## src/rtl/uart_rx_1.sv

```systemverilog
// uart_rx_1: 8N1 LSB-first UART receiver; define UART_RX_MAJORITY_EN for 2-of-3 mid-bit voting
module uart_rx_1 #(
   parameter int UART_BPS = 9600,
   parameter int CLK_FREQ = 50_000_000
) (
   input  logic       sys_clk,
   input  logic       sys_rst_n,
   input  logic       rx,
   output logic [7:0] po_data,
   output logic       po_flag,
   output logic       frame_err
);
   localparam int BAUD_CNT_MAX = CLK_FREQ / UART_BPS;
   localparam int HALF = BAUD_CNT_MAX / 2;
   localparam logic [15:0] BAUD_LAST = 16'(BAUD_CNT_MAX - 1);
`ifdef UART_RX_MAJORITY_EN
   localparam logic [15:0] SAMPLE = 16'(HALF + 1);
`else
   localparam logic [15:0] SAMPLE = 16'(HALF);
`endif
   typedef enum logic [1:0] {IDLE, START, DATA, STOP} state_t;
   state_t      state, next;
   logic        rx_s1, rx_s, rx_d;
   logic [1:0]  warm;
   logic        armed;
   logic [15:0] baud_cnt;
   logic [3:0]  bit_cnt;
   logic [7:0]  shift_reg;
   logic        sample, bit_val, start_edge, flag_d, err_d, shift_en;
   // a line held low through reset release must rise before a start edge can count
   always_ff @(posedge sys_clk or negedge sys_rst_n)
      if (!sys_rst_n) begin
         rx_s1 <= 1'b1;
         rx_s  <= 1'b1;
         rx_d  <= 1'b1;
         warm  <= 2'b00;
         armed <= 1'b0;
      end else begin
         rx_s1 <= rx;
         rx_s  <= rx_s1;
         rx_d  <= rx_s;
         warm  <= {warm[0], 1'b1};
         armed <= armed | (warm[1] & rx_s);
      end
   assign start_edge = armed && rx_d && !rx_s;
   assign sample = (baud_cnt == SAMPLE);
`ifdef UART_RX_MAJORITY_EN
   logic v0, v1;
   always_ff @(posedge sys_clk or negedge sys_rst_n)
      if (!sys_rst_n) begin
         v0 <= 1'b1;
         v1 <= 1'b1;
      end else begin
         if (baud_cnt == 16'(HALF - 1)) v0 <= rx_s;
         if (baud_cnt == 16'(HALF)) v1 <= rx_s;
      end
   assign bit_val = (v0 & v1) | (v0 & rx_s) | (v1 & rx_s);
`else
   assign bit_val = rx_s;
`endif
   always_ff @(posedge sys_clk or negedge sys_rst_n)
      if (!sys_rst_n) begin
         baud_cnt <= 16'd0;
         bit_cnt  <= 4'd0;
      end else if (state == IDLE) begin
         baud_cnt <= 16'd0;
         bit_cnt  <= 4'd0;
      end else begin
         baud_cnt <= (baud_cnt == BAUD_LAST) ? 16'd0 : baud_cnt + 16'd1;
         bit_cnt  <= (baud_cnt == BAUD_LAST) ? bit_cnt + 4'd1 : bit_cnt;
      end
   always_ff @(posedge sys_clk or negedge sys_rst_n)
      if (!sys_rst_n) state <= IDLE;
      else state <= next;
   always_comb begin
      next = state;
      case (state)
         IDLE:    next = start_edge ? START : IDLE;
         START:   next = sample ? (bit_val ? IDLE : DATA) : START;
         DATA:    next = (sample && bit_cnt == 4'd8) ? STOP : DATA;
         STOP:    next = sample ? IDLE : STOP;
         default: next = IDLE;
      endcase
   end
   always_comb begin
      flag_d   = (state == STOP) && sample && bit_val;
      err_d    = (state == STOP) && sample && !bit_val;
      shift_en = (state == DATA) && sample;
   end
   always_ff @(posedge sys_clk or negedge sys_rst_n)
      if (!sys_rst_n) begin
         shift_reg <= 8'h00;
         po_data   <= 8'h00;
         po_flag   <= 1'b0;
         frame_err <= 1'b0;
      end else begin
         shift_reg <= shift_en ? {bit_val, shift_reg[7:1]} : shift_reg;
         po_data   <= flag_d ? shift_reg : po_data;
         po_flag   <= flag_d;
         frame_err <= err_d;
      end
endmodule

```

## config.mk

```make
export PLATFORM = sky130hd
export DESIGN_NAME = uart_rx_1
export DESIGN_NICKNAME = d
export VERILOG_FILES = /design/src/rtl/uart_rx_1.sv
export SDC_FILE = /design/constraint.sdc
export NUM_CORES = 1
export LEC_CHECK = 0
export CORE_AREA = 2 2 89 91
export CTS_BUF_LIST = sky130_fd_sc_hd__clkbuf_16
export DETAILED_ROUTE_END_ITERATION = 16
export DIE_AREA = 0 0 91 93
export PLACE_DENSITY_LB_ADDON = 0.3
export SETUP_SLACK_MARGIN = 0.15
export SKIP_CTS_REPAIR_TIMING = 1
export SLEW_MARGIN = 10
export SYNTH_ARGS = -nofsm -noshare
export SYNTH_HDL_FRONTEND = slang
export SYNTH_SLANG_ARGS = --single-unit
```

## constraint.sdc

```tcl
create_clock -name sys_clk -period 3.9 [get_ports sys_clk]
set_clock_uncertainty 0.15 [all_clocks]
set_input_delay 0.585 -clock sys_clk [delete_from_list [all_inputs] [get_ports sys_clk]]
set_output_delay 0.585 -clock sys_clk [all_outputs]
set_load 0.05 [all_outputs]
```

==> impl_metrics.py <==
metrics = {
    "cts": {
        "htree_levels": 2,
        "clk_pin_slew_ps": 60,
        "clk_root_buffer_cell": "clkbuf_16",
        "cts_sinks": 46,
        "clock_latency_ps": 280,
        "clock_path_buffers": 2,
        "cts_tree": "yes",
        "cts_buffers": 5,
    },
    "critical_path": {
        "rrSetupSlack_ps": 1660,
        "cp-start-kind": "flop",
        "criticalPathCategory": "reg2reg",
        "r2r_cells": 4,
        "arrival_ps": 2260,
        "worstSetupStartpoint": "baud_cnt[3]",
        "reg2reg_from": "baud_cnt[3]",
        "timing.rr.end": "po_data[6]",
        "worstSetupEndpointType": "flop",
        "critPathCapture": "po_data[6]",
        "required_ps": 3920,
        "crit_fanout": 9,
    },
    "layout": {
        "num-fill-cells": 789,
        "stdcell_area_sq_mm": 0.00240,
        "largest_register_ffs": 16,
        "final-seq-area_sq_mm": 0.00115,
        "nNetsFinal": 192,
        "multi_input_area_sq_um": 833,
        "drive_gt1_share_pct": 18.8,
        "syn_to_final_growth_pct": 16.2,
        "antenna_cells": 0,
    },
    "die": {
        "core_area_sq_mm": 0.00753,
        "fp.dieW_um": 91,
        "die_h_um": 93,
        "rows": 32,
        "dieArea_sq_mm": 0.00846,
        "ios": 13,
        "initial_core_util_pct": 27.4,
    },
    "sta": {
        "hold_viol": 0,
        "timing.fmax_mhz": 446,
        "layout_min_cycle_time_ps": 2240,
        "fin_setup_tns_ps": 0,
        "slew_viol_final": 0,
        "finalCritPeriodShare_pct": 57.5,
        "rsz0062_at_grt": "false",
        "maxSlewHeadroom_pct": 33.2,
        "setup_viol": 0,
        "tightest_slew_ps": 1000,
    },
    "outcome": {
        "status": "finished, final reports clean",
    },
    "power": {
        "peakVddDrop_uv": 174,
        "power.leakage_uw": 0.00106,
        "power.density_mw_per_mm2": 462,
    },
    "synth": {
        "syn_area_sq_mm": 0.00206,
        "synth_warnings": 0,
        "ys_ff_latch": 46,
        "syn_inst": 173,
        "yosys.cell_types.count": 37,
        "yosysSeqAreaShare_pct": 55.9,
        "synth.avg_cell_area_sq_um": 11.9,
        "syn-num-nets": 180,
    },
    "drt": {
        "via_per_inst": 4.40,
        "routedWlPerCell_um": 12.0,
        "vias": 1267,
        "wl_um": 3450,
        "final_antenna_net_count": 0,
        "drc": 0,
        "drt_iter0_markers": 67,
        "first_pass_iters": 4,
    },
    "grt": {
        "gr-total-overflow": 0,
        "grt_pass1_wl_um": 6200,
        "antenna_found_initial": 0,
        "grt_max_degree": 47,
        "grt_pass1_vias": 1286,
        "track_usage_pct": 8.92,
    },
    "place": {
        "post_dp_cell_area_sq_mm": 0.00226,
        "hpwl_um": 2310,
        "gp_congestion": 0.708,
        "port_buffers": 12,
    },
    "run": {
        "maxCapViolCount": 0,
    },
    "hold_path": {
        "min-delay-path-class": "reg2reg",
        "holdPathStages": 0,
    },
}
## critical path, cell delays in order (launching register included)
cell and delay [ps]:
dfrtp_1 550, nor4bb_1 300, and4_2 290, and4_1 470, mux2_2 380
## layout by cell type, fill, tap and decap left out, drive strengths merged, types with 2 or more instances in the layout
cell | Yosys | layout
nand3 | 9 | 9
nor2 | 25 | 25
dfstp | 3 | 3
nor4bb | 4 | 4
and4 | 3 | 3
xor2 | 3 | 3
clkbuf | 0 | 5
mux2 | 17 | 17
a21oi | 2 | 2
ha | 4 | 4
clkdlybuf4s50 | 0 | 11
dfrtp | 43 | 43
clkinv | 0 | 2
nand2 | 4 | 4
xnor2 | 12 | 12
nor3 | 5 | 5
nor4 | 3 | 3
and3 | 3 | 3
nand4 | 5 | 5
and4bb | 2 | 2
inv | 7 | 8
## how the worst min path moves through the flow
stage	startpoint	endpoint	slack [ps]
floorplan	sys_rst_n	armed	140
global placement	warm[0]	warm[1]	180
detailed placement	warm[0]	warm[1]	190
CTS	warm[0]	warm[1]	200
global route	rx_s1	bit_val	220
finish	warm[0]	warm[1]	200
## kinds of logic after synthesis
family	count (synthesis)	share of synthesized area, %
buffers and inverters	14	3.70
other	1	0.182
adder cells (fa/ha/maj)	4	2.42
XOR/XNOR	15	6.36
AND/OR/NAND/NOR	67	19.0
multiplexers	18	9.76
AO/OA/AOI/OAI	8	2.67
flip-flops	46	55.9
## stage by stage
step / std cells / total power, uW / setup WS (ps) / hold WS, ps / utilization [%]
4_1_cts: 288 / 1130 / 1620 / 203 / 31.9
2_1_floorplan: 173 / 694 / 1910 / 139 / -
5_1_grt: 288 / 1170 / 1390 / 216 / 31.9
3_3_place_gp: 280 / 710 / 1660 / 183 / 30.0
6_report: 288 / 1110 / 1660 / 202 / 31.9
3_5_place_dp: 280 / 713 / 1620 / 188 / 30.0
## per-layer routing
metal	routed length (um)	global-route usage, %	part of all wire, %
met1	1670	12.0	49
met2	1640	14.1	47
met3	82	2.01	2.4
met4	56	3.41	1.6
met5	0	0	0
## area by class of cell
type                            instances  area share [%]
Clock inverter                          3           0.730
Inverter                                7            1.09
Multi-Input combinational cell        113            34.7
Sequential cell                        46            48.1
Timing Repair Buffer                   12            4.80
Clock buffer                            5            5.21
Tap cell                              102            5.32
## cell usage after synthesis (all sizes together)
library cell	instances	area, sq um
dfrtp	43	1080
nor2	25	93.8
mux2	17	191
xnor2	12	105
nand3	9	50.1
buf	7	50.1
inv	7	26.3
nand4	5	31.3
nor3	5	25.0
ha	4	50.1
nand2	4	15.0
nor4bb	4	40.0
and3	3	20.0
and4	3	27.5
dfstp	3	78.8
nor4	3	18.8
xor2	3	26.3
a21oi	2	10.0
and4bb	2	25.0
a21bo	1	10.0
a21boi	1	7.51
a21o	1	7.51
a31o	1	8.76
a31oi	1	6.26
conb	1	3.75
mux2i	1	10.0
nand3b	1	7.51
nor3b	1	7.51
nor4b	1	23.8
o21ai	1	5.00
or2	1	6.26
## where the power goes
part / switching [uW] / total, uW / leakage (uW) / internal, uW
combinational: 57.3 / 117 / 0.000379 / 59.7
sequential: 72.8 / 589 / 0.000605 / 516
clock: 169 / 403 / 0.0000750 / 235
total: 299 / 1110 / 0.00106 / 811
(Power assumes the default switching activity.)
